### src/rtl/mux4_scan_pkg.sv
// mux4_scan_pkg: shared state, width and frame definitions for the mux scan controller
package mux4_scan_pkg;
  localparam int NUM_CH = 4;
  localparam int SEL_W = 2;
  typedef enum logic [1:0] {IDLE, SCAN, DONE} state_e;
  typedef logic [NUM_CH-1:0] frame_t;
endpackage

### src/rtl/mux4_next_ch.sv
// mux4_next_ch: lowest enabled channel overall (from_start) or lowest enabled channel above cur
module mux4_next_ch
  import mux4_scan_pkg::*;
(
  input  logic [NUM_CH-1:0] mask,
  input  logic [SEL_W-1:0]  cur,
  input  logic              from_start,
  output logic [SEL_W-1:0]  nxt,
  output logic              found
);
  always_comb begin
    nxt = '0;
    found = 1'b0;
    for (int k = NUM_CH - 1; k >= 0; k--)
      if (mask[k] && (from_start || k > int'(cur))) begin
        nxt = SEL_W'(k);
        found = 1'b1;
      end
  end
endmodule

### src/rtl/mux4_scan_ctrl.sv
// mux4_scan_ctrl: drives 4:1 mux selects over enabled channels, samples y into a frame, valid/ready out
// MUX4_SCAN_CONT_EN: after each frame handshake, re-latch mask/dwell and rescan without returning to IDLE
module mux4_scan_ctrl
  import mux4_scan_pkg::*;
#(
  parameter int DW = 4,
  parameter int NUM_CH = 4
) (
  input  logic                          clk,
  input  logic                          rst,
  input  logic                          start,
  input  logic [mux4_scan_pkg::NUM_CH-1:0] ch_mask,
  input  logic [DW-1:0]                 dwell,
  input  logic                          y,
  output logic                          s1,
  output logic                          s0,
  output logic                          busy,
  output logic                          out_valid,
  output logic [mux4_scan_pkg::NUM_CH-1:0] out_data,
  input  logic                          out_ready
);
  if (NUM_CH != mux4_scan_pkg::NUM_CH) begin : g_bad_num_ch
    $error("mux4_scan_ctrl: NUM_CH must be 4");
  end
`ifdef MUX4_SCAN_CONT_EN
  localparam bit CONT = 1'b1;
`else
  localparam bit CONT = 1'b0;
`endif
  state_e            state_q;
  logic [SEL_W-1:0]  sel_q;
  logic [DW-1:0]     cnt_q;
  logic [DW-1:0]     dwell_q;
  frame_t            mask_q;
  frame_t            frame_q;
  logic              valid_q;
  logic              from_start;
  logic              launch;
  logic              found;
  logic [SEL_W-1:0]  nxt;
  // Outside SCAN the only pick ever needed is the first channel of a fresh mask
  assign from_start = state_q != SCAN;
  assign launch = (state_q == IDLE && start) || (CONT && state_q == DONE && out_ready);
  mux4_next_ch u_next (
    .mask       (from_start ? ch_mask : mask_q),
    .cur        (sel_q),
    .from_start (from_start),
    .nxt        (nxt),
    .found      (found)
  );
  always_ff @(posedge clk or posedge rst)
    if (rst) begin
      state_q <= IDLE;
      sel_q   <= '0;
      cnt_q   <= '0;
      dwell_q <= '0;
      mask_q  <= '0;
      frame_q <= '0;
      valid_q <= 1'b0;
    end else if (launch) begin
      mask_q  <= ch_mask;
      dwell_q <= dwell;
      frame_q <= '0;
      cnt_q   <= found ? dwell : '0;
      sel_q   <= found ? nxt : sel_q;
      state_q <= found ? SCAN : DONE;
      valid_q <= !found;
    end else if (state_q == SCAN) begin
      if (cnt_q != '0) begin
        cnt_q <= cnt_q - 1'b1;
      end else begin
        frame_q[sel_q] <= y;
        cnt_q   <= found ? dwell_q : '0;
        sel_q   <= found ? nxt : sel_q;
        state_q <= found ? SCAN : DONE;
        valid_q <= !found;
      end
    end else if (state_q == DONE && out_ready) begin
      state_q <= IDLE;
      valid_q <= 1'b0;
    end
  assign {s1, s0}  = sel_q;
  assign busy      = state_q != IDLE;
  assign out_valid = valid_q;
  assign out_data  = frame_q;
endmodule

### config.mk
export PLATFORM = sky130hd
export DESIGN_NAME = mux4_scan_ctrl
export DESIGN_NICKNAME = d
export VERILOG_FILES = /design/src/rtl/mux4_scan_pkg.sv /design/src/rtl/mux4_next_ch.sv /design/src/rtl/mux4_scan_ctrl.sv
export SDC_FILE = /design/constraint.sdc
export NUM_CORES = 1
export LEC_CHECK = 0
export BUFFER_PORTS_ARGS = -buffer_cell sky130_fd_sc_hd__buf_2
export CORE_MARGIN = 2
export CORE_UTILIZATION = 40
export DETAILED_ROUTE_END_ITERATION = 10
export GPL_ROUTABILITY_DRIVEN = 0
export PLACE_DENSITY = 0.69
export REMOVE_ABC_BUFFERS = 1
export SYNTH_ARGS = -nofsm -noshare
export SYNTH_HDL_FRONTEND = slang
export SYNTH_SLANG_ARGS = --single-unit
### constraint.sdc
create_clock -name clk -period 2 [get_ports clk]
set_input_delay 0.2 -clock clk [delete_from_list [all_inputs] [get_ports clk]]
set_output_delay 0.2 -clock clk [all_outputs]
set_load 0.05 [all_outputs]
# ---- Word-level counts from Yosys, hierarchy flattened
# Index checks and enable logic that the tools add are counted.
dict set report word_totals {
  inputBits 13
  ff_bits 21
  out_inout_bits 8
  word_cells 69
}
dict set report classes {
  reduce_logical 18
  n_eq_ne 5
  muxes 33
  order_cmp 5
  add_sub_neg 1
}
# op n
set op_table {}
lappend op_table {{$mux W4} 9}
lappend op_table {{$mux W2} 13}
lappend op_table {{$mux W1} 9}
lappend op_table {{$logic_and A1 B1 Y1} 7}
lappend op_table {{$bwmux W4} 1}
lappend op_table {{$gt A2 B2 Y1 const A} 2}
lappend op_table {{$reduce_and A2 Y1} 2}
lappend op_table {{$reduce_bool A2 Y1} 2}
lappend op_table {{$reduce_bool A4 Y1} 1}
lappend op_table {{$sub A4 B1 Y4 const B} 1}
lappend op_table {{$logic_or A1 B1 Y1} 3}
lappend op_table {{$lt A2 B3 Y1 const B} 1}
lappend op_table {{$ne A3 B3 Y1 const B} 1}
lappend op_table {{$reduce_bool A3 Y1} 1}
lappend op_table {{$demux W1 S2} 1}
lappend op_table {{$eq A2 B1 Y1 const B} 1}
lappend op_table {{$eq A2 B2 Y1 const B} 1}
lappend op_table {{$ge A2 B1 Y1 const B} 1}
lappend op_table {{$gt A1 B2 Y1 const A} 1}
lappend op_table {{$logic_not A2 Y1} 1}
lappend op_table {{$ne A2 B1 Y1 const B} 1}
lappend op_table {{$ne A2 B2 Y1 const B} 1}
lappend op_table {{$logic_not A1 Y1} 1}

# ---- Depth between registers and ports, before layout
dict set report logic_depth {
  ltp_word 11
  depth_mapped 6
  mapped_depth_nobuf 6
}

# ---- By module
# From an unflattened synthesis, not the netlist that was laid out.
dict set report unflattened {
  cells_unflattened 132
  hier_area_um2 1203.7
}
# mod instances cells_each area_per_inst_um2 seq_area_each_um2
set modules_own_cells {}
lappend modules_own_cells {mux4_scan_ctrl 1 116 1109.8 500.5}
lappend modules_own_cells {mux4_next_ch 1 16 93.8 0.0}

# ---- Worst setup path after synthesis
# Ideal clock, no wire load.
dict set report synth_path {
  path_type {reg2reg}
  start {reg sel_q[0]}
  end {reg cnt_q[2]}
  slack_ns 0.170
  t_required_ns 1.859
  synth_period_minus_slack_ns 1.830
  arrival_time_ns 1.689
  path_stages_with_launch 6
  path_buffers 1
  setup_ns 0.141
  path_cell_list {dfrtp_1 > clkbuf_2 > a21boi_0 > mux2_4 > and4bb_4 > o311ai_2}
}
dict set report synth_between {
  elab_chain_len 11
  elab_cells_between_ends 18
  classes_between {order compare: 3; mux: 9; reduce/logical: 6}
}
# element line
set synth_rtl {}
lappend synth_rtl {{from (decl)} mux4_scan_ctrl.sv:31} ;# logic [SEL_W-1:0] sel_q;
lappend synth_rtl {{from (signal assigned)} mux4_scan_ctrl.sv:65} ;# sel_q <= found ? nxt : sel_q;
lappend synth_rtl {{from (signal assigned)} mux4_scan_ctrl.sv:74} ;# sel_q <= found ? nxt : sel_q;
lappend synth_rtl {{$gt A2 B2 Y1} mux4_next_ch.sv:15} ;# if (mask[k] && (from_start || k > int'(cur))) begin
lappend synth_rtl {{$logic_or A1 B1 Y1} mux4_next_ch.sv:15}
lappend synth_rtl {{$logic_and A1 B1 Y1} mux4_next_ch.sv:15}
lappend synth_rtl {{$mux W1 (2 in a row)} mux4_next_ch.sv:15}
lappend synth_rtl {{$mux W1 * (2 in a row)} mux4_next_ch.sv:15}
lappend synth_rtl {{$mux W4} mux4_scan_ctrl.sv:73} ;# cnt_q <= found ? dwell_q : '0;
lappend synth_rtl {{$mux W4} mux4_scan_ctrl.sv:69} ;# if (cnt_q != '0) begin
lappend synth_rtl {{$mux W4} mux4_scan_ctrl.sv:68} ;# end else if (state_q == SCAN) begin
lappend synth_rtl {{$mux W4 *} mux4_scan_ctrl.sv:60} ;# end else if (launch) begin
lappend synth_rtl {{to (signal assigned)} mux4_scan_ctrl.sv:64} ;# cnt_q <= found ? dwell : '0;
lappend synth_rtl {{to (signal assigned)} mux4_scan_ctrl.sv:70} ;# cnt_q <= cnt_q - 1'b1;
lappend synth_rtl {{to (signal assigned)} mux4_scan_ctrl.sv:73}
lappend synth_rtl {{to (decl)} mux4_scan_ctrl.sv:32} ;# logic [DW-1:0] cnt_q;
# Every way passes the cells marked *; elsewhere a longest branch is shown, timed or not. The select of a mux whose other input is x is not followed.
# A chain may end at the register's enable or synchronous reset.

# ---- Final worst setup path
dict set report layout_path {
  start {reg cnt_q[0]}
  end {reg sel_q[0]}
}
dict set report layout_between {
  elab_chain_len 3
}
# element line
set layout_rtl {}
lappend layout_rtl {{$reduce_bool A4 Y1} mux4_scan_ctrl.sv:69}
lappend layout_rtl {{$ne A2 B2 Y1 (no line)} --}
lappend layout_rtl {{$reduce_and A2 Y1 (no line)} --}
# No other way between the ends.

==> impl_metrics.prom <==
# TYPE chip_impl_metric gauge
chip_impl_metric{name="h-tree-depth",unit=""} 1
chip_impl_metric{name="fin_ws",unit="ps"} 219
chip_impl_metric{name="critical_path.max_stage_delay",unit="ps"} 440
chip_impl_metric{name="initial_core_util",unit=""} 0.420
chip_impl_metric{name="hpwl",unit="um"} 1840
chip_impl_metric{name="worst-path-max-fanout",unit=""} 6
chip_impl_metric{name="antenna_violations_before_repair",unit=""} 0
chip_impl_metric{name="static-leakage-power",unit="nW"} 0.623
chip_impl_metric{name="grt_first_pass_wirelength",unit="um"} 4310
chip_impl_metric{name="setup-tns-final",unit="ps"} 0
chip_impl_metric{name="cp.arrival",unit="ps"} 1970
chip_impl_metric{name="design.die.area",unit="mm2"} 0.00334
chip_impl_metric{name="post_route_clock_skew",unit="ps"} 3.75
chip_impl_metric{name="detail_route.wl_per_cell",unit="um"} 13.9
chip_impl_metric{name="ctsLongestPathBuffers",unit=""} 2
chip_impl_info{name="final_cell_mix",value="25 x sky130_fd_sc_hd__nand2_1, 20 x sky130_fd_sc_hd__buf_2, 19 x sky130_fd_sc_hd__dfrtp_1"} 1
chip_impl_metric{name="clk_pin_slew",unit="ps"} 110
chip_impl_metric{name="timing.critical_path.buf_inv",unit=""} 1
chip_impl_metric{name="maximum_achievable_frequency",unit="MHz"} 561
chip_impl_metric{name="cp_data_required_time",unit="ps"} 2190
chip_impl_info{name="cp-end-kind",value="flip-flop"} 1
chip_impl_metric{name="ff_latch_area",unit="um2"} 475
chip_impl_metric{name="report.final.slew_viol_count",unit=""} 0
chip_impl_metric{name="total_drc_errors_in_the_routed_layout",unit=""} 0
chip_impl_metric{name="antenna_cells_inserted",unit=""} 0
chip_impl_info{name="cp_slowest_cell",value="sky130_fd_sc_hd__or3b_1"} 1
chip_impl_metric{name="synth-seq-cells",unit=""} 19
chip_impl_metric{name="groute.usage.overall",unit=""} 0.165
chip_impl_metric{name="design_area",unit="mm2"} 0.00132
chip_impl_metric{name="numCtsBuffers",unit=""} 3
chip_impl_metric{name="detailed_place.area",unit="mm2"} 0.00129
chip_impl_metric{name="final_cell_count_no_fill",unit=""} 180
chip_impl_info{name="timing_worst_setup_path_type",value="flip-flop to flip-flop"} 1
chip_impl_metric{name="syn_area_per_cell",unit="um2"} 9.20
chip_impl_metric{name="postSynth.asyncResetShare",unit=""} 1.00
chip_impl_metric{name="worst_skew_pair.late_latency",unit="ps"} 290
chip_impl_info{name="hp-class",value="primary input to async pin"} 1
chip_impl_metric{name="drv.max_cap_violation_count",unit=""} 0
chip_impl_metric{name="vdd_ir_drop_max",unit="mV"} 0.750
chip_impl_metric{name="core_area",unit="mm2"} 0.00276
chip_impl_info{name="critical_path.reg2reg.startpoint",value="cnt_q[0]$_DFFE_PP0N_"} 1
chip_impl_metric{name="report.final.setup_viol",unit=""} 0
chip_impl_metric{name="instance_count_of_the_mapped_netlist",unit=""} 126
chip_impl_metric{name="drt_iter0_drc",unit=""} 41
chip_impl_metric{name="layout-drive-gt1-share",unit=""} 0.262
chip_impl_metric{name="tightestPinTransition",unit="ps"} 735
chip_impl_metric{name="design.portCount",unit=""} 21
chip_impl_metric{name="fin_hold_ws",unit="ps"} 9.72
chip_impl_info{name="synth_top_cells_by_area",value="sky130_fd_sc_hd__dfrtp_1 41%, sky130_fd_sc_hd__nand2_1 8.1%, sky130_fd_sc_hd__mux2i_1 3.5%"} 1
chip_impl_info{name="yosysTopAreaCell",value="sky130_fd_sc_hd__dfrtp_1"} 1
chip_impl_metric{name="cts.sinks",unit=""} 19
chip_impl_metric{name="yosys_warnings",unit=""} 0
chip_impl_metric{name="yosys.cell_types.count",unit=""} 42
chip_impl_metric{name="grt_start_max_net_pins",unit=""} 20
chip_impl_metric{name="hold_viol_final",unit=""} 0
chip_impl_metric{name="first_global_vias",unit=""} 926
chip_impl_info{name="worst_r2r_endpoint",value="sel_q[0]$_DFFE_PP0P_"} 1
chip_impl_metric{name="drt-vias-per-instance",unit=""} 5.52
chip_impl_metric{name="multi_input_area",unit="um2"} 621
chip_impl_info{name="crit_family",value="compound AO/OA/AOI/OAI gates"} 1
chip_impl_metric{name="slew-limit-headroom",unit=""} 0.509
chip_impl_metric{name="global_route.overflow_total",unit=""} 0
chip_impl_metric{name="netlist.area_leader.share",unit=""} 0.410
chip_impl_metric{name="depth_of_the_most_critical_reg_to_reg_path",unit=""} 6
chip_impl_metric{name="post_synth_instance_area",unit="mm2"} 0.00116
chip_impl_metric{name="worst_setup_slack_for_register_to_register_paths",unit="ps"} 220
chip_impl_metric{name="synth_enable_flop_cells",unit=""} 0
chip_impl_metric{name="synth_seq_area_share",unit=""} 0.410
chip_impl_metric{name="final_antenna_net_count",unit=""} 0
chip_impl_metric{name="post-cts-setup-buffers",unit=""} 0
chip_impl_metric{name="totalWireLength",unit="um"} 2500
chip_impl_metric{name="final_min_period_over_clock_period",unit=""} 0.891
chip_impl_metric{name="cts_resized",unit=""} 0
chip_impl_metric{name="period_minus_slack",unit="ps"} 1780
chip_impl_metric{name="areaGrowthSynthToFinish",unit="%"} 14.0
chip_impl_info{name="cts_root_buffer",value="sky130_fd_sc_hd__clkbuf_4"} 1
chip_impl_metric{name="detail_route.first_pass.iterations",unit=""} 4
chip_impl_metric{name="dp_worst_setup_slack",unit="ps"} 242
chip_impl_metric{name="vias",unit=""} 994
chip_impl_metric{name="chip_height",unit="um"} 57.8
chip_impl_info{name="unrepaired_setup_endpoints_after_global_routing",value="no"} 1
chip_impl_info{name="startpoint_type",value="flip-flop"} 1
chip_impl_metric{name="core.rowCount",unit=""} 19
chip_impl_info{name="result_of_the_run",value="finished, final reports clean"} 1
chip_impl_metric{name="total_nets_final",unit=""} 164
chip_impl_info{name="timing.critical_path.cells",value="inv_1, ha_1, or3b_1, a21oi_4, o311ai_0, o221a_2"} 1
chip_impl_metric{name="n_fill_cell",unit=""} 279
chip_impl_metric{name="portBuffers",unit=""} 20
chip_impl_metric{name="cts-hold-fix-buffers",unit=""} 0
chip_impl_info{name="ys_dominant_reg_cell",value="sky130_fd_sc_hd__dfrtp_1"} 1
chip_impl_metric{name="numPlacedInstances",unit=""} 176
chip_impl_metric{name="power_density",unit="mW/mm2"} 1400
chip_impl_info{name="mostFrequentLayoutCell",value="sky130_fd_sc_hd__nand2_1"} 1
chip_impl_info{name="tritoncts",value="done"} 1
chip_impl_metric{name="dieWidth",unit="um"} 57.8
==> per-layer routing <==
metal	part of all wire	wire (um)	vias to the layer above	global-route usage
met1	0.47	1160	472	0.225
met3	0.036	90	6	0.0223
met4	0.018	46	0	0.0532
met2	0.48	1200	21	0.273
li1	-	-	495	-
met5	0	0	-	0
==> flip-flops by register name (all words and copies together), names as in the netlist <==
name	cells
mask_q	3
state_q	1
out_data	4
out_valid	1
dwell_q	4
cnt_q	4
sel_q	2
==> metrics by stage <==
step | util | total power [mW]
floorplan | - | 1.39
global placement | 0.470 | 1.63
detailed placement | 0.470 | 1.66
CTS | 0.479 | 1.86
global route | 0.479 | 1.99
finish | 0.479 | 1.85
==> power by group <==
group | internal (mW) | leakage, nW | total, mW | switching (mW)
clock network | 0.0776 | 0.0150 | 0.196 | 0.119
logic | 0.368 | 0.377 | 0.999 | 0.631
registers | 0.547 | 0.230 | 0.654 | 0.106
==> how the worst max path moves through the flow <==
stage / from / end / slack (ps) / cells after the start
3_5_place_dp: cnt_q[0]$_DFFE_PP0N_ / out_data[0]$_DFFE_PP0P_ / 240 / 6
2_1_floorplan: out_valid$_DFFE_PP0P_ / cnt_q[2]$_DFFE_PP0N_ / -140 / 4
3_3_place_gp: cnt_q[0]$_DFFE_PP0N_ / sel_q[0]$_DFFE_PP0P_ / 290 / 6
4_1_cts: cnt_q[0]$_DFFE_PP0N_ / out_data[0]$_DFFE_PP0P_ / 210 / 6
5_1_grt: cnt_q[0]$_DFFE_PP0N_ / sel_q[0]$_DFFE_PP0P_ / 30 / 6
6_report: cnt_q[0]$_DFFE_PP0N_ / sel_q[0]$_DFFE_PP0P_ / 220 / 6
==> kinds of logic (layout without fill, tap and decap cells) <==
| logic type | count (synthesis) | after routing | synth area share |
|---|---|---|---|
| compound gates | 30 | 30 | 0.186 |
| mux | 5 | 5 | 0.0475 |
| flops | 19 | 19 | 0.410 |
| xor+xnor | 1 | 1 | 0.00756 |
| buf+inv | 11 | 34 | 0.0540 |
| fa+ha+maj | 1 | 1 | 0.0108 |
| simple gates | 59 | 59 | 0.284 |
==> cell type report <==
cell class                 count  area share
sequential                    19       0.360
clock buffer                   4      0.0199
inverter                       4      0.0114
multi-input combinational     96       0.470
timing repair buffer          26       0.110
tap                           31      0.0294
==> cell usage after synthesis, types with 2 or more instances <==
cell type and number:
sky130_fd_sc_hd__nand2_1 25, sky130_fd_sc_hd__dfrtp_1 19, sky130_fd_sc_hd__a21oi_1 7, sky130_fd_sc_hd__nor2_1 7, sky130_fd_sc_hd__o21ai_0 7, sky130_fd_sc_hd__buf_2 4, sky130_fd_sc_hd__inv_1 4, sky130_fd_sc_hd__mux2i_1 4
sky130_fd_sc_hd__nor2b_1 4, sky130_fd_sc_hd__and3_1 3, sky130_fd_sc_hd__nand2b_1 3, sky130_fd_sc_hd__o31ai_1 3, sky130_fd_sc_hd__a21boi_0 2, sky130_fd_sc_hd__buf_6 2, sky130_fd_sc_hd__nand3_1 2, sky130_fd_sc_hd__nand4b_1 2
sky130_fd_sc_hd__nor3b_2 2, sky130_fd_sc_hd__nor4_1 2
No activity file was read; power rests on OpenSTA's default activity.
